**src/rtl/keypad_pkg.sv**
```systemverilog
// Shared definitions for the keypad entry block: key codes, FSM states and
// the contact-code to digit-label map.
package keypad_pkg;

  localparam int unsigned CODE_W = 4;

  localparam logic [CODE_W-1:0] KEY_ENTER = 4'd10;
  localparam logic [CODE_W-1:0] KEY_BKSP  = 4'd11;
  localparam logic [CODE_W-1:0] KEY_CLR   = 4'd12;

  typedef enum logic [1:0] {
    IDLE     = 2'd0,
    DEBOUNCE = 2'd1,
    PRESSED  = 2'd2,
    RELEASE  = 2'd3
  } state_e;

  // Contact code (row*4+col) to the digit printed on that key
  localparam logic [3:0] DIGIT_MAP [10] = '{4'd0, 4'd1, 4'd2, 4'd3, 4'd4,
                                            4'd5, 4'd6, 4'd7, 4'd8, 4'd9};

  function automatic logic is_digit(input logic [CODE_W-1:0] code);
    return code < 4'd10;
  endfunction

  function automatic logic [3:0] code_to_digit(input logic [CODE_W-1:0] code);
    return is_digit(code) ? DIGIT_MAP[code] : 4'd0;
  endfunction

endpackage

```
**src/rtl/keypad_entry_scan.sv**
```systemverilog
// Row scanner: drives one keypad row low per slot, samples synchronized
// columns at slot end and reports one result per full four-row scan.
module keypad_entry_scan
  import keypad_pkg::*;
#(
  parameter logic [15:0] SCAN_DIV = 16'd50000
) (
  input  logic              clk,
  input  logic              rst,
  input  logic [3:0]        key_col,
  output logic [3:0]        key_row,
  output logic              scan_done,
  output logic              scan_hit,
  output logic [CODE_W-1:0] scan_code
);

  logic [3:0]        r_col_s1;
  logic [3:0]        r_col_s2;
  logic [15:0]       r_div;
  logic [1:0]        r_row;
  logic [3:0]        r_key_row;
  logic [1:0]        r_hits;
  logic [CODE_W-1:0] r_code;
  logic              r_scan_done;
  logic              r_scan_hit;
  logic [CODE_W-1:0] r_scan_code;

  logic [3:0]        w_closed;
  logic [2:0]        w_slot_n;
  logic [1:0]        w_col_idx;
  logic [2:0]        w_sum;
  logic [1:0]        w_hits_nxt;
  logic [CODE_W-1:0] w_code_nxt;
  logic              w_slot_end;

  assign w_closed   = ~r_col_s2;
  assign w_slot_n   = 3'(w_closed[0]) + 3'(w_closed[1]) + 3'(w_closed[2]) + 3'(w_closed[3]);
  assign w_slot_end = (r_div == SCAN_DIV - 16'd1);

  always_comb begin
    w_col_idx = 2'd0;
    for (int i = 3; i >= 0; i--) begin
      if (w_closed[i]) w_col_idx = 2'(i);
    end
  end

  // Contacts seen so far in this scan, saturating at 2 (multi-press)
  assign w_sum      = 3'(r_row == 2'd0 ? 2'd0 : r_hits) + w_slot_n;
  assign w_hits_nxt = (w_sum >= 3'd2) ? 2'd2 : w_sum[1:0];
  assign w_code_nxt = (w_slot_n != 3'd0) ? {r_row, w_col_idx} : r_code;

  always_ff @(posedge clk or posedge rst) begin
    if (rst) begin
      r_col_s1    <= 4'hF;
      r_col_s2    <= 4'hF;
      r_div       <= 16'd0;
      r_row       <= 2'd0;
      r_key_row   <= 4'b1110;
      r_hits      <= 2'd0;
      r_code      <= '0;
      r_scan_done <= 1'b0;
      r_scan_hit  <= 1'b0;
      r_scan_code <= '0;
    end else begin
      r_col_s1    <= key_col;
      r_col_s2    <= r_col_s1;
      r_scan_done <= 1'b0;
      if (w_slot_end) begin
        r_div     <= 16'd0;
        r_row     <= r_row + 2'd1;
        r_key_row <= {r_key_row[2:0], r_key_row[3]};
        r_hits    <= w_hits_nxt;
        r_code    <= w_code_nxt;
        if (r_row == 2'd3) begin
          r_scan_done <= 1'b1;
          r_scan_hit  <= (w_hits_nxt == 2'd1);
          r_scan_code <= w_code_nxt;
        end
      end else begin
        r_div <= r_div + 16'd1;
      end
    end
  end

  assign key_row   = r_key_row;
  assign scan_done = r_scan_done;
  assign scan_hit  = r_scan_hit;
  assign scan_code = r_scan_code;

endmodule

```
**src/rtl/keypad_entry.sv**
```systemverilog
// Keypad numeric entry: debounces scan results into key presses and
// accumulates decimal digits into an edit value committed by ENTER.
module keypad_entry
  import keypad_pkg::*;
#(
  parameter logic [15:0] SCAN_DIV       = 16'd50000,
  parameter logic [3:0]  DEBOUNCE_SCANS = 4'd4,
  parameter int unsigned VALUE_W        = 21,
  parameter int unsigned MAX_VALUE      = 2000000
) (
  input  logic               clk,
  input  logic               rst,
  input  logic [3:0]         key_col,
  output logic [3:0]         key_row,
  output logic [VALUE_W-1:0] edit_value,
  output logic [VALUE_W-1:0] data_out,
  output logic               data_valid,
  output logic [3:0]         key_code,
  output logic               key_strobe
);

  localparam int unsigned PROD_W = VALUE_W + 4;

  logic              w_scan_done;
  logic              w_scan_hit;
  logic [CODE_W-1:0] w_scan_code;

  state_e            r_state;
  state_e            w_state_nxt;
  logic [CODE_W-1:0] r_cand;
  logic [CODE_W-1:0] w_cand_nxt;
  logic [3:0]        r_cnt;
  logic [3:0]        w_cnt_nxt;
  logic [3:0]        w_cnt_inc;
  logic              w_strobe_nxt;

  logic [CODE_W-1:0]  r_key_code;
  logic               r_key_strobe;
  logic [VALUE_W-1:0] r_edit;
  logic [VALUE_W-1:0] r_data;
  logic               r_data_valid;
  logic [PROD_W-1:0]  w_prod;

  keypad_entry_scan #(.SCAN_DIV(SCAN_DIV)) u_scan (
    .clk       (clk),
    .rst       (rst),
    .key_col   (key_col),
    .key_row   (key_row),
    .scan_done (w_scan_done),
    .scan_hit  (w_scan_hit),
    .scan_code (w_scan_code)
  );

  assign w_cnt_inc = r_cnt + 4'd1;

  always_ff @(posedge clk or posedge rst) begin
    if (rst) begin
      r_state      <= IDLE;
      r_cand       <= '0;
      r_cnt        <= 4'd0;
      r_key_code   <= '0;
      r_key_strobe <= 1'b0;
    end else begin
      r_state      <= w_state_nxt;
      r_cand       <= w_cand_nxt;
      r_cnt        <= w_cnt_nxt;
      r_key_strobe <= w_strobe_nxt;
      if (w_strobe_nxt) r_key_code <= w_cand_nxt;
    end
  end

  // Debounce FSM: advances only on full-scan results
  always_comb begin
    w_state_nxt  = r_state;
    w_cand_nxt   = r_cand;
    w_cnt_nxt    = r_cnt;
    w_strobe_nxt = 1'b0;
    if (w_scan_done) begin
      case (r_state)
        IDLE: begin
          if (w_scan_hit) begin
            w_cand_nxt = w_scan_code;
            if (DEBOUNCE_SCANS <= 4'd1) begin
              w_state_nxt  = PRESSED;
              w_cnt_nxt    = 4'd0;
              w_strobe_nxt = 1'b1;
            end else begin
              w_state_nxt = DEBOUNCE;
              w_cnt_nxt   = 4'd1;
            end
          end
        end
        DEBOUNCE: begin
          if (w_scan_hit && w_scan_code == r_cand) begin
            if (w_cnt_inc >= DEBOUNCE_SCANS) begin
              w_state_nxt  = PRESSED;
              w_cnt_nxt    = 4'd0;
              w_strobe_nxt = 1'b1;
            end else begin
              w_cnt_nxt = w_cnt_inc;
            end
          end else begin
            w_state_nxt = IDLE;
            w_cnt_nxt   = 4'd0;
          end
        end
        PRESSED: begin
          if (!w_scan_hit) begin
            if (DEBOUNCE_SCANS <= 4'd1) begin
              w_state_nxt = IDLE;
              w_cnt_nxt   = 4'd0;
            end else begin
              w_state_nxt = RELEASE;
              w_cnt_nxt   = 4'd1;
            end
          end
        end
        RELEASE: begin
          if (w_scan_hit) begin
            w_state_nxt = PRESSED;
            w_cnt_nxt   = 4'd0;
          end else if (w_cnt_inc >= DEBOUNCE_SCANS) begin
            w_state_nxt = IDLE;
            w_cnt_nxt   = 4'd0;
          end else begin
            w_cnt_nxt = w_cnt_inc;
          end
        end
        default: begin
          w_state_nxt = IDLE;
          w_cnt_nxt   = 4'd0;
        end
      endcase
    end
  end

  // Wide product so an over-range digit is detected rather than wrapped
  assign w_prod = PROD_W'(r_edit) * PROD_W'(10) + PROD_W'(code_to_digit(r_key_code));

  always_ff @(posedge clk or posedge rst) begin
    if (rst) begin
      r_edit       <= '0;
      r_data       <= '0;
      r_data_valid <= 1'b0;
    end else begin
      r_data_valid <= 1'b0;
      if (r_key_strobe) begin
        if (is_digit(r_key_code)) begin
          if (w_prod <= PROD_W'(MAX_VALUE)) r_edit <= VALUE_W'(w_prod);
        end else if (r_key_code == KEY_ENTER) begin
          r_data       <= r_edit;
          r_data_valid <= 1'b1;
        end else if (r_key_code == KEY_BKSP) begin
          r_edit <= r_edit / VALUE_W'(10);
        end else if (r_key_code == KEY_CLR) begin
          r_edit <= '0;
        end
      end
    end
  end

  assign edit_value = r_edit;
  assign data_out   = r_data;
  assign data_valid = r_data_valid;
  assign key_code   = r_key_code;
  assign key_strobe = r_key_strobe;

endmodule

```
**config.mk**
```make
export PLATFORM = sky130hd
export DESIGN_NAME = keypad_entry
export DESIGN_NICKNAME = d
export VERILOG_FILES = /design/src/rtl/keypad_pkg.sv /design/src/rtl/keypad_entry_scan.sv /design/src/rtl/keypad_entry.sv
export SDC_FILE = /design/constraint.sdc
export NUM_CORES = 1
export LEC_CHECK = 0
export CORE_UTILIZATION = 40
export DETAILED_ROUTE_END_ITERATION = 12
export DONT_BUFFER_PORTS = 1
export GPL_ROUTABILITY_DRIVEN = 0
export SLEW_MARGIN = 20
export SYNTH_ARGS = -nofsm -noshare
export SYNTH_HDL_FRONTEND = slang
export SYNTH_SLANG_ARGS = --single-unit
```
**constraint.sdc**
```tcl
create_clock -name clk -period 5.7 [get_ports clk]
set_input_delay 1.14 -clock clk [delete_from_list [all_inputs] [get_ports clk]]
set_output_delay 1.14 -clock clk [all_outputs]
set_load 0.005 [all_outputs]
```
==> reports/metrics.cfg <==
[global_route]
use_met1=0.270
antenna_found_initial=0
grt_pass1_vias=7218
grt_max_degree=66
use_met3=0.0343
track_usage=0.200
use_met2=0.325
overflow=0
gr-max-usage-layer=met2
grt_pass1_wl_mm=35.7

[critical_path]
crit_fanout=8
worstSetupEndpointType=register
worstSetupPathType=reg2reg
cp.arrival_ns=5.84
rrSetupSlack_ns=0.16
cp.required_ns=6.00
worst-r2r-cell-count=24
critPathLaunchType=register

[power_and_ir_drop]
p_per_area_nw_per_um2=137
power_w=0.00141
ir_worst_vdd_v=0.000128
p_leak_nw=4.42

[drt]
drt-total-wl_mm=22.3
via_per_inst=5.92
via_count=7846
wire_per_inst_um=16.9
drt_pass1_iterations=5
drcViolationCount=0
ant_nets=0
drtIter0Drc=614

[logic_synthesis]
ys_ff_latch=100
ys_seq_area_frac=0.292
synthTopCellsByArea=dfrtp_1 (26%), ha_1 (7.0%), mux2_2 (5.5%)
post_synth_mux_area_share=0.0711
synth.largest_area_cell=dfrtp_1
syn_inst=985
synth_xor_area_frac=0.0589
synth_nets=1043
synth-compound-area-share=0.234
yosys_warnings=0
yosys.area.top_type_share=0.258
synthAdderAreaFrac=0.0814
synth_edf_count=0
syn_area_per_cell_um2=8.75
async_flop_share=1.00
synth_ff_type=dfrtp_1
syn_area_um2=8620
synth-simple-area-share=0.212
yosysMostFrequentCell=dfrtp_1
synth_top_family_by_area=compound AO/OA/AOI/OAI gates
yosys-top-cells-count=dfrtp_1 (89), nand2_1 (80), nor2_1 (73), o21ai_0 (60)
ys_types=100

[cts]
cts_inserted_buffers=9
cts_tree=built
cts_buffer_depth=2
worstSkewPairLatency_ns=0.36
clkSlewWorstSetupHoldPaths_ns=0.08
cts-root-buf=clkbuf_16
clock-sinks=100
h-tree-depth=3

[hold_path]
worstHoldPathCells=0
hold_path.class=reg2reg

[sta]
finClkSkew_ns=0.00991
slew_headroom=0.335
hold_viol=0
grt_setup_unrepaired=yes
setup-violations-final=0
maxSlewViolCount=0
setup_slack_ns=0.160
fmax_mhz=180
post-route-period-util=0.972
worstMarginPinSlew_ns=0.989
post-route-min-period_ns=5.54

[floorplanning]
core_um2=21100
placementRows=53
start_util=0.409
die_area_um2=22100
die_w_um=149
ios=58
die_h_um=149

[final_layout]
synthToLayoutAreaGrowth_pct=18.8
multi_input_area_um2=6060
finalInstanceArea_um2=10200
regArea_um2=2520
final_util=0.486
nets=1103
antennaDiodeCount=0
fill_cells=2005
drive_gt1_frac=0.260

[placed_design]
place_area_um2=9390
dp_slack_ns=-0.0114
hpwlAfterDp_mm=15.9
io_buffer_count=0

[run]
cap_violations=0

[run_status]
status=completed

## through the flow
step / hold WS, ns / TNS, ns / cells
floorplan: 0.345 / 0 / 985
global route: 0.363 / -0.173 / 1325
detailed placement: 0.349 / -0.0114 / 1290
CTS: 0.361 / 0 / 1308
global placement: 0.346 / 0 / 1290
finish: 0.361 / 0 / 1325
## metal layers
layer,routed length (um),vias up
met5,0,-
met4,472,0
met3,1140,38
met2,10400,216
met1,10400,3779
li1,-,3813
## state kept, by name, indices dropped and copies added, names as in the netlist
name	flops
r_cand	4
u_scan.key_row	4
r_state	2
u_scan.r_row	2
u_scan.r_col_s2	4
u_scan.r_code	4
edit_value	21
u_scan.scan_code	4
key_strobe	1
u_scan.r_col_s1	4
key_code	4
u_scan.scan_done	1
data_out	21
u_scan.scan_hit	1
data_valid	1
u_scan.r_div	16
u_scan.r_hits	2
r_cnt	4
## worst paths after layout
check	startpoint	to
max	edit_value[19]	edit_value[1]
max reg2reg	edit_value[19]	edit_value[1]
max in group asynchronous	rst	edit_value[18]
min reg2reg	u_scan.r_col_s1[0]	u_scan.r_col_s2[0]
min in group asynchronous	rst	u_scan.key_row[0]
min	u_scan.r_col_s1[0]	u_scan.r_col_s2[0]
## critical path, stage by stage, from the launching register on
cell and delay [ns]:
dfrtp_2 0.49, buf_4 0.17, nor4bb_1 0.13, o211ai_1 0.20
o211ai_1 0.21, or3_4 0.45, o31ai_1 0.25, a211o_1 0.24
a32oi_1 0.10, buf_4 0.17, a22o_1 0.20, or4_4 0.54
nand3_2 0.14, o2111ai_1 0.13, o2111a_1 0.14, and3_2 0.26
a2111o_1 0.41, o211ai_2 0.09, buf_4 0.15, o21ai_0 0.08
a211o_1 0.35, buf_4 0.17, a31o_2 0.21, nand3_1 0.09
a21o_1 0.11
## final cells by class
class / count / share of cell area
flip-flops and latches: 100 / 0.246
clock inverters: 7 / 0.00867
inverters: 45 / 0.0167
clock buffers: 9 / 0.0220
well taps: 275 / 0.0336
repair buffers: 106 / 0.0812
multi-input cells: 783 / 0.591
## repair_timing
item / CTS / global route
gates resized for setup: 10 / 78
pin swaps: 6 / 25
hold endpoints to repair: 0 / 0
buffers inserted: 2 / 16
hold buffers: 0 / 0
setup endpoints to repair: 1 / 21
gates cloned: 0 / 1
## cells in the final DEF (no fill, tap or decap), drive strengths merged, types with 18 or more instances in the layout
cell type / netlist / final
buf: 22 / 105
dfrtp: 89 / 89
nand2: 81 / 81
nor2: 75 / 76
o21ai: 63 / 63
ha: 48 / 48
a21oi: 48 / 48
inv: 43 / 47
nand3: 44 / 44
mux2: 42 / 42
xnor2: 40 / 40
nor3: 24 / 24
xor2: 18 / 18
## cell families after synthesis
kind of cell | Yosys count
adder cells (fa/ha/maj) | 54
multiplexers | 56
AO/OA/AOI/OAI | 274
AND/OR/NAND/NOR | 340
XOR/XNOR | 58
flip-flops | 100
buffers and inverters | 103
## report_power, final
part	leakage (nW)	switching, W	total, W	internal, W
logic	2.93	0.0000240	0.0000309	0.00000688
clock network	0.153	0.000341	0.000661	0.000319
registers	1.34	0.00000119	0.000715	0.000714
total	4.42	0.000366	0.00141	0.00104
(Power assumes the default switching activity.)
